$ cat config.mk
export PLATFORM = sky130hd
export DESIGN_NAME = iterative_multiplier_flat
export DESIGN_NICKNAME = d
export VERILOG_FILES = /design/src/rtl/iter_mult_pkg.sv /design/src/rtl/iterative_multiplier_if.sv /design/src/rtl/iter_mult_step.sv /design/src/rtl/iterative_multiplier.sv /design/src/flat_wrapper.sv
export SDC_FILE = /design/constraint.sdc
export NUM_CORES = 1
export LEC_CHECK = 0
export ABC_AREA = 1
export BUFFER_PORTS_ARGS = -buffer_cell sky130_fd_sc_hd__clkbuf_2
export CAP_MARGIN = 20
export CORE_ASPECT_RATIO = 0.75
export CORE_UTILIZATION = 62
export DETAILED_ROUTE_END_ITERATION = 7
export GPL_TIMING_DRIVEN = 0
export PLACE_DENSITY = 0.87
export SLEW_MARGIN = 5
export SYNTH_ARGS = -nofsm -noshare
export SYNTH_HDL_FRONTEND = slang
export SYNTH_SLANG_ARGS = --single-unit
$ cat constraint.sdc
create_clock -name clock -period 11.3 [get_ports clock]
set_clock_uncertainty 0.1 [all_clocks]
set_input_delay 2.26 -clock clock [delete_from_list [all_inputs] [get_ports clock]]
set_output_delay 2.26 -clock clock [all_outputs]
set_load 0.005 [all_outputs]
$ cat src/rtl/iter_mult_pkg.sv
// +----------------------------------------------------------------------------+
// | Module : iter_mult_pkg                                                     |
// | Brief  : Shared state encoding and sizing helper for iterative_multiplier. |
// | Rev    : 1.0                                                               |
// +----------------------------------------------------------------------------+
`default_nettype none

package iter_mult_pkg;

  typedef enum logic [2:0] {
    IDLE = 3'b001,
    RUN  = 3'b010,
    DONE = 3'b100
  } state_t;

  // Counter must hold the value WIDTH itself, hence WIDTH+1.
  function automatic int cnt_width(input int w);
    return $clog2(w + 1);
  endfunction

endpackage

`default_nettype wire

$ cat src/rtl/iterative_multiplier_if.sv
// +----------------------------------------------------------------------------+
// | Module : iterative_multiplier_if                                           |
// | Brief  : Request/result bundle between a requester and the multiplier.     |
// | Rev    : 1.0                                                               |
// +----------------------------------------------------------------------------+
`default_nettype none

interface iterative_multiplier_if #(
  parameter int WIDTH = 32
);
  logic               start;
  logic               signed_mode;
  logic [WIDTH-1:0]   A;
  logic [WIDTH-1:0]   B;
  logic               ready;
  logic               done;
  logic [2*WIDTH-1:0] P;

  modport master (
    output start, signed_mode, A, B,
    input  ready, done, P
  );

  modport slave (
    input  start, signed_mode, A, B,
    output ready, done, P
  );
endinterface

`default_nettype wire

$ cat src/rtl/iter_mult_step.sv
// +----------------------------------------------------------------------------+
// | Module : iter_mult_step                                                    |
// | Brief  : One shift-and-add iteration: addend select, extend, add/sub, shift|
// | Rev    : 1.0                                                               |
// +----------------------------------------------------------------------------+
`default_nettype none

module iter_mult_step
  import iter_mult_pkg::*;
#(
  parameter int WIDTH = 32
) (
  input  logic [WIDTH-1:0] ra,
  input  logic [WIDTH:0]   acc,
  input  logic [WIDTH-1:0] mq,
  input  logic             smode,
  input  logic             last,
  output logic [WIDTH:0]   acc_next,
  output logic [WIDTH-1:0] mq_next
);

  logic [WIDTH-1:0] addend;
  logic [WIDTH:0]   addend_ext;
  logic [WIDTH+1:0] sum;
  logic             new_msb;

  always_comb begin
    addend     = mq[0] ? ra : '0;
    addend_ext = smode ? {addend[WIDTH-1], addend} : {1'b0, addend};
    // The multiplier MSB carries negative weight in two's complement.
    if (smode && last) begin
      sum = {1'b0, acc} - {1'b0, addend_ext};
    end else begin
      sum = {1'b0, acc} + {1'b0, addend_ext};
    end
    new_msb  = smode ? sum[WIDTH] : sum[WIDTH+1];
    acc_next = {new_msb, sum[WIDTH:1]};
    mq_next  = {sum[0], mq[WIDTH-1:1]};
  end

endmodule

`default_nettype wire

$ cat src/rtl/iterative_multiplier.sv
// +----------------------------------------------------------------------------+
// | Module : iterative_multiplier                                              |
// | Brief  : WIDTH x WIDTH -> 2*WIDTH shift-and-add multiplier, signed/unsigned|
// |          Optional macro ITER_MULT_EARLY_TERM_EN: unsigned early finish.    |
// | Rev    : 1.0                                                               |
// +----------------------------------------------------------------------------+
`default_nettype none

module iterative_multiplier
  import iter_mult_pkg::*;
#(
  parameter int WIDTH = 32
) (
  input  logic                   clock,
  input  logic                   reset,
  iterative_multiplier_if.slave  bus
);

  localparam int             CNT_W    = cnt_width(WIDTH);
  localparam logic [CNT_W-1:0] CNT_INIT = CNT_W'(WIDTH);
  localparam logic [CNT_W-1:0] CNT_ONE  = CNT_W'(1);

  state_t           state_q, state_d;
  logic [WIDTH-1:0] ra_q, ra_d;
  logic [WIDTH:0]   acc_q, acc_d;
  logic [WIDTH-1:0] mq_q, mq_d;
  logic [CNT_W-1:0] cnt_q, cnt_d;
  logic             smode_q, smode_d;

  logic [WIDTH:0]   step_acc;
  logic [WIDTH-1:0] step_mq;

  iter_mult_step #(
    .WIDTH (WIDTH)
  ) u_step (
    .ra       (ra_q),
    .acc      (acc_q),
    .mq       (mq_q),
    .smode    (smode_q),
    .last     (cnt_q == CNT_ONE),
    .acc_next (step_acc),
    .mq_next  (step_mq)
  );

`ifdef ITER_MULT_EARLY_TERM_EN
  logic [WIDTH-1:0] pending_mask;
  logic             early_hit;
  logic [2*WIDTH:0] early_shifted;

  // Unprocessed multiplier bits sit in mq_q[cnt_q-1:0]; if all zero the
  // remaining iterations are pure zero-filling shifts.
  always_comb begin
    pending_mask  = ~({WIDTH{1'b1}} << cnt_q);
    early_hit     = !smode_q && (cnt_q > CNT_ONE) && ((mq_q & pending_mask) == '0);
    early_shifted = {acc_q, mq_q} >> cnt_q;
  end
`endif

  always_ff @(posedge clock or posedge reset) begin
    if (reset) begin
      state_q <= IDLE;
      ra_q    <= '0;
      acc_q   <= '0;
      mq_q    <= '0;
      cnt_q   <= '0;
      smode_q <= 1'b0;
    end else begin
      state_q <= state_d;
      ra_q    <= ra_d;
      acc_q   <= acc_d;
      mq_q    <= mq_d;
      cnt_q   <= cnt_d;
      smode_q <= smode_d;
    end
  end

  always_comb begin
    state_d = state_q;
    ra_d    = ra_q;
    acc_d   = acc_q;
    mq_d    = mq_q;
    cnt_d   = cnt_q;
    smode_d = smode_q;

    unique case (state_q)
      IDLE: begin
        if (bus.start) begin
          ra_d    = bus.A;
          mq_d    = bus.B;
          acc_d   = '0;
          cnt_d   = CNT_INIT;
          smode_d = bus.signed_mode;
          state_d = RUN;
        end
      end

      RUN: begin
`ifdef ITER_MULT_EARLY_TERM_EN
        if (early_hit) begin
          {acc_d, mq_d} = early_shifted;
          cnt_d         = '0;
          state_d       = DONE;
        end else begin
          acc_d = step_acc;
          mq_d  = step_mq;
          cnt_d = cnt_q - CNT_ONE;
          if (cnt_q == CNT_ONE) begin
            state_d = DONE;
          end
        end
`else
        acc_d = step_acc;
        mq_d  = step_mq;
        cnt_d = cnt_q - CNT_ONE;
        if (cnt_q == CNT_ONE) begin
          state_d = DONE;
        end
`endif
      end

      DONE: begin
        state_d = IDLE;
      end

      default: begin
        state_d = IDLE;
      end
    endcase
  end

  assign bus.ready = (state_q == IDLE);
  assign bus.done  = (state_q == DONE);
  assign bus.P     = {acc_q[WIDTH-1:0], mq_q};

endmodule

`default_nettype wire

$ cat src/flat_wrapper.sv
// flat-port wrapper written by rule: the top's interface ports become plain ports
module iterative_multiplier_flat import iter_mult_pkg::*;
#(
  parameter int WIDTH = 32
)
  (clock, reset, bus_start, bus_signed_mode, bus_A, bus_B, bus_ready, bus_done, bus_P);
  iterative_multiplier_if #(.WIDTH(WIDTH)) bus_i ();
  input  logic clock;
  input  logic reset;
  input wire logic [$bits(bus_i.start)-1:0] bus_start;
  input wire logic [$bits(bus_i.signed_mode)-1:0] bus_signed_mode;
  input wire logic [$bits(bus_i.A)-1:0] bus_A;
  input wire logic [$bits(bus_i.B)-1:0] bus_B;
  output wire logic [$bits(bus_i.ready)-1:0] bus_ready;
  output wire logic [$bits(bus_i.done)-1:0] bus_done;
  output wire logic [$bits(bus_i.P)-1:0] bus_P;
  assign bus_i.start = bus_start;
  assign bus_i.signed_mode = bus_signed_mode;
  assign bus_i.A = bus_A;
  assign bus_i.B = bus_B;
  assign bus_ready = bus_i.ready;
  assign bus_done = bus_i.done;
  assign bus_P = bus_i.P;
  iterative_multiplier #(.WIDTH(WIDTH)) u_core (.clock(clock), .reset(reset), .bus(bus_i));
endmodule
==> results.sh <==
export IMPL_outcome="finished clean"
export IMPL_pwr_share_comb_pct=63.3
export IMPL_setup_tns_ns=0
export IMPL_core_area_um2=12310
export IMPL_io_pins=134
export IMPL_synth_cell_types=49
export IMPL_grt_pass1_vias=7015
export IMPL_syn_area_um2=7843
export IMPL_rows=35
export IMPL_slew_violations=0
export IMPL_swShare_pct=51.81
export IMPL_hold_viol_final=0
export IMPL_drt_iter0_markers=610
export IMPL_path_class="flip-flop to flip-flop"
export IMPL_synth_edf_count=0
export IMPL_final_util_pct=73.84
export IMPL_die_area_um2=13110
export IMPL_hpwl_mm=16.78
export IMPL_syn_area_per_cell_um2=6.796
export IMPL_start_kind="flip-flop"
export IMPL_cp_startpoint="u_core.cnt_q[1]"
export IMPL_netlist_top_cell_by_area="dfrtp_1"
export IMPL_max_stage_delay_ns=0.55
export IMPL_area_growth_syn_to_layout_pct=15.86
export IMPL_nets=1404
export IMPL_cap_violations=0
export IMPL_cts_resized=0
export IMPL_finalCritPeriodShare_pct=36.09
export IMPL_clkSinkCount=107
export IMPL_drive_above_1_share_pct=17.94
export IMPL_pwr_share_clk_pct=12.5
export IMPL_cp_slowest_cell="o21ai_0"
export IMPL_max_vdd_ir_drop_mv=0.1520
export IMPL_power_mw=2.840
export IMPL_wire_per_inst_um=14.40
export IMPL_gr_total_overflow=0
export IMPL_antenna_found_initial=0
export IMPL_synthFlopType="dfrtp_1"
export IMPL_gp_congestion=0.9731
export IMPL_rsz0062_at_grt="false"
export IMPL_clk_latency_ns=0.36
export IMPL_first_pass_iters=6
export IMPL_p_leak_nw=5.336
export IMPL_max_freq_ghz=0.2452
export IMPL_worst_ep_arrival_time_ns=4.21
export IMPL_dp_cells=1454
export IMPL_p_int_mw=1.368
export IMPL_synth_area_leaders="dfrtp_1 34%, nand2_1 21%, inv_1 5.9%"
export IMPL_seqPwrFrac_pct=24.2
export IMPL_worstReg2RegStart="u_core.cnt_q[1]"
export IMPL_n_antenna_cell=0
export IMPL_crit_top_cell="nand2_1"
export IMPL_htree_levels=3
export IMPL_synth_async_reset_ratio_pct=100.0
export IMPL_final_cells=1470
export IMPL_num_vias=7885
export IMPL_setup_worst_path_end_class="flip-flop"
export IMPL_cp_max_fo=10
export IMPL_ctsHoldBuffers=0
export IMPL_slew_headroom_pct=49.72
export IMPL_ys_warn_count=0
export IMPL_cts_tree="done"
export IMPL_final_common_cell="nand2_1"
export IMPL_yosysTopAreaCellShare_pct=33.82
export IMPL_setup_viol=0
export IMPL_grt_total_usage_pct=33.48
export IMPL_fp_dieW_um=131.9
export IMPL_power_density_nw_per_um2=312.5
export IMPL_synth_seq_cells=107
export IMPL_clockBufferDepth=2
export IMPL_crit_chain="inv_1 -> ha_1 -> nand3_1 -> nor2_1 -> inv_1 -> clkbuf_1 -> nand2_1 -> o21ai_0 -> fa_1 -> inv_1 -> nand2_1 -> nand2_1 -> and2_1 -> a21oi_1 -> o21ai_0 -> nand2_1 -> nand2_1 -> nand2_1 -> nand2_1 -> o21ai_0"
export IMPL_grt_pass1_wl_mm=34.49
export IMPL_clk_pin_slew_ns=0.09
export IMPL_synth_fp_nets=1259
export IMPL_min_path_type="flip-flop to flip-flop"
export IMPL_power_switching_mw=1.471
export IMPL_cts_buffers_inserted=9
export IMPL_cts_root_buf="clkbuf_16"
export IMPL_drt_total_wl_mm=21.17
export IMPL_seq_area_frac_synth_pct=34.16
export IMPL_grt_max_degree=71
export IMPL_drt_drc_violations_left=0
export IMPL_initial_core_util_pct=63.73
export IMPL_postSynthCellCount=1154
export IMPL_post_cts_repair_setup_buffers=0
export IMPL_worstPathRequired_ns=11.44
export IMPL_post_route_min_period_ns=4.078
export IMPL_ant_nets=0
export IMPL_tightest_slew_ns=0.7542
export IMPL_min_from="u_core.ra_q[3]"
export IMPL_layout_common_cells="440 x nand2_1, 133 x clkbuf_2, 122 x inv_1, 106 x dfrtp_1, 86 x nor2_1"
export IMPL_numPortBuffers=133
export IMPL_die_y_um=99.40
export IMPL_viasPerCell=5.364
==> cells in the mapped netlist, types with 12 or more instances <==
cell and count:
nand2_1 440, inv_1 123, dfrtp_1 106, nor2_1 86
o21ai_0 49, a21oi_1 45, nand3_1 43, ha_1 36
buf_4 32, a22oi_1 31, clkbuf_1 24, xor2_1 19
nand2_2 18, nor3_1 15, xnor2_1 12
==> layer usage <==
layer	wire length [µm]	vias up	GRT usage [%]
met1	10080	3587	49.95
met4	408	0	8.945
met5	0	-	0
met2	8959	340	50.79
li1	-	3924	-
met3	1719	34	4.842
==> critical path, delay by kind of cell (launching register included) <==
kind	cells	cell delay [ns]
adders and majority gates	2	0.60
AOI/OAI and AO/OA	4	0.96
and+or+nand+nor	10	1.29
buffers and inverters	4	0.62
DFF	1	0.39
==> sequential cells by signal (all words and copies together), names as in the netlist <==
name and count:
u_core.mq_q 32, u_core.ra_q 32, u_core.cnt_q 6, u_core.smode_q 1
u_core.state_q 3, u_core.acc_q 33
==> cells by family after synthesis <==
kind of cell	count (synthesis)	share of synthesized area, %
adder cells (fa/ha/maj)	37	5.999
flip-flops	107	34.16
AO/OA/AOI/OAI	151	11.38
XOR/XNOR	31	3.462
buffers and inverters	194	11.38
AND/OR/NAND/NOR	634	33.63
==> metrics by stage <==
stage | setup slack, ns | hold WS [ns] | area (µm²)
2_1_floorplan | 6.124 | 0.3417 | 7843
3_3_place_gp | 4.928 | 0.3539 | 8716
3_5_place_dp | 7.157 | 0.3591 | 8746
4_1_cts | 7.267 | 0.3810 | 9086
5_1_grt | 6.908 | 0.4022 | 9086
6_report | 7.222 | 0.3793 | 9086
==> worst paths after layout <==
path | endpoint | slack [ns] | cells past startpoint
max | u_core.acc_q[21] | 7.22 | 20
min | u_core.ra_q[3] | 0.38 | 2
max reg2reg | u_core.acc_q[21] | 7.22 | 20
min reg2reg | u_core.ra_q[3] | 0.38 | 2
max in group asynchronous | u_core.ra_q[18] | 8.58 | 3
min in group asynchronous | u_core.mq_q[14] | 1.82 | 2
==> power by group through the flow <==
stage,Sequential (mW),Clock [mW],Combinational [mW]
after floorplan,0.659,0,1.28
after global placement,0.682,0,1.71
after detailed placement,0.687,0,1.75
after CTS,0.682,0.356,1.76
after global routing,0.704,0.373,2.02
final,0.686,0.354,1.80
==> cell type report <==
cell class | count | area (µm²)
multi-input combinational | 853 | 4272
fill | 1037 | 3219
sequential | 107 | 2679
timing repair buffer | 134 | 693.2
inverter | 132 | 498.0
buffer | 62 | 396.6
clock buffer | 9 | 225.2
tap | 166 | 207.7
clock inverter | 7 | 115.1
Power figures use the tool's default switching activity.
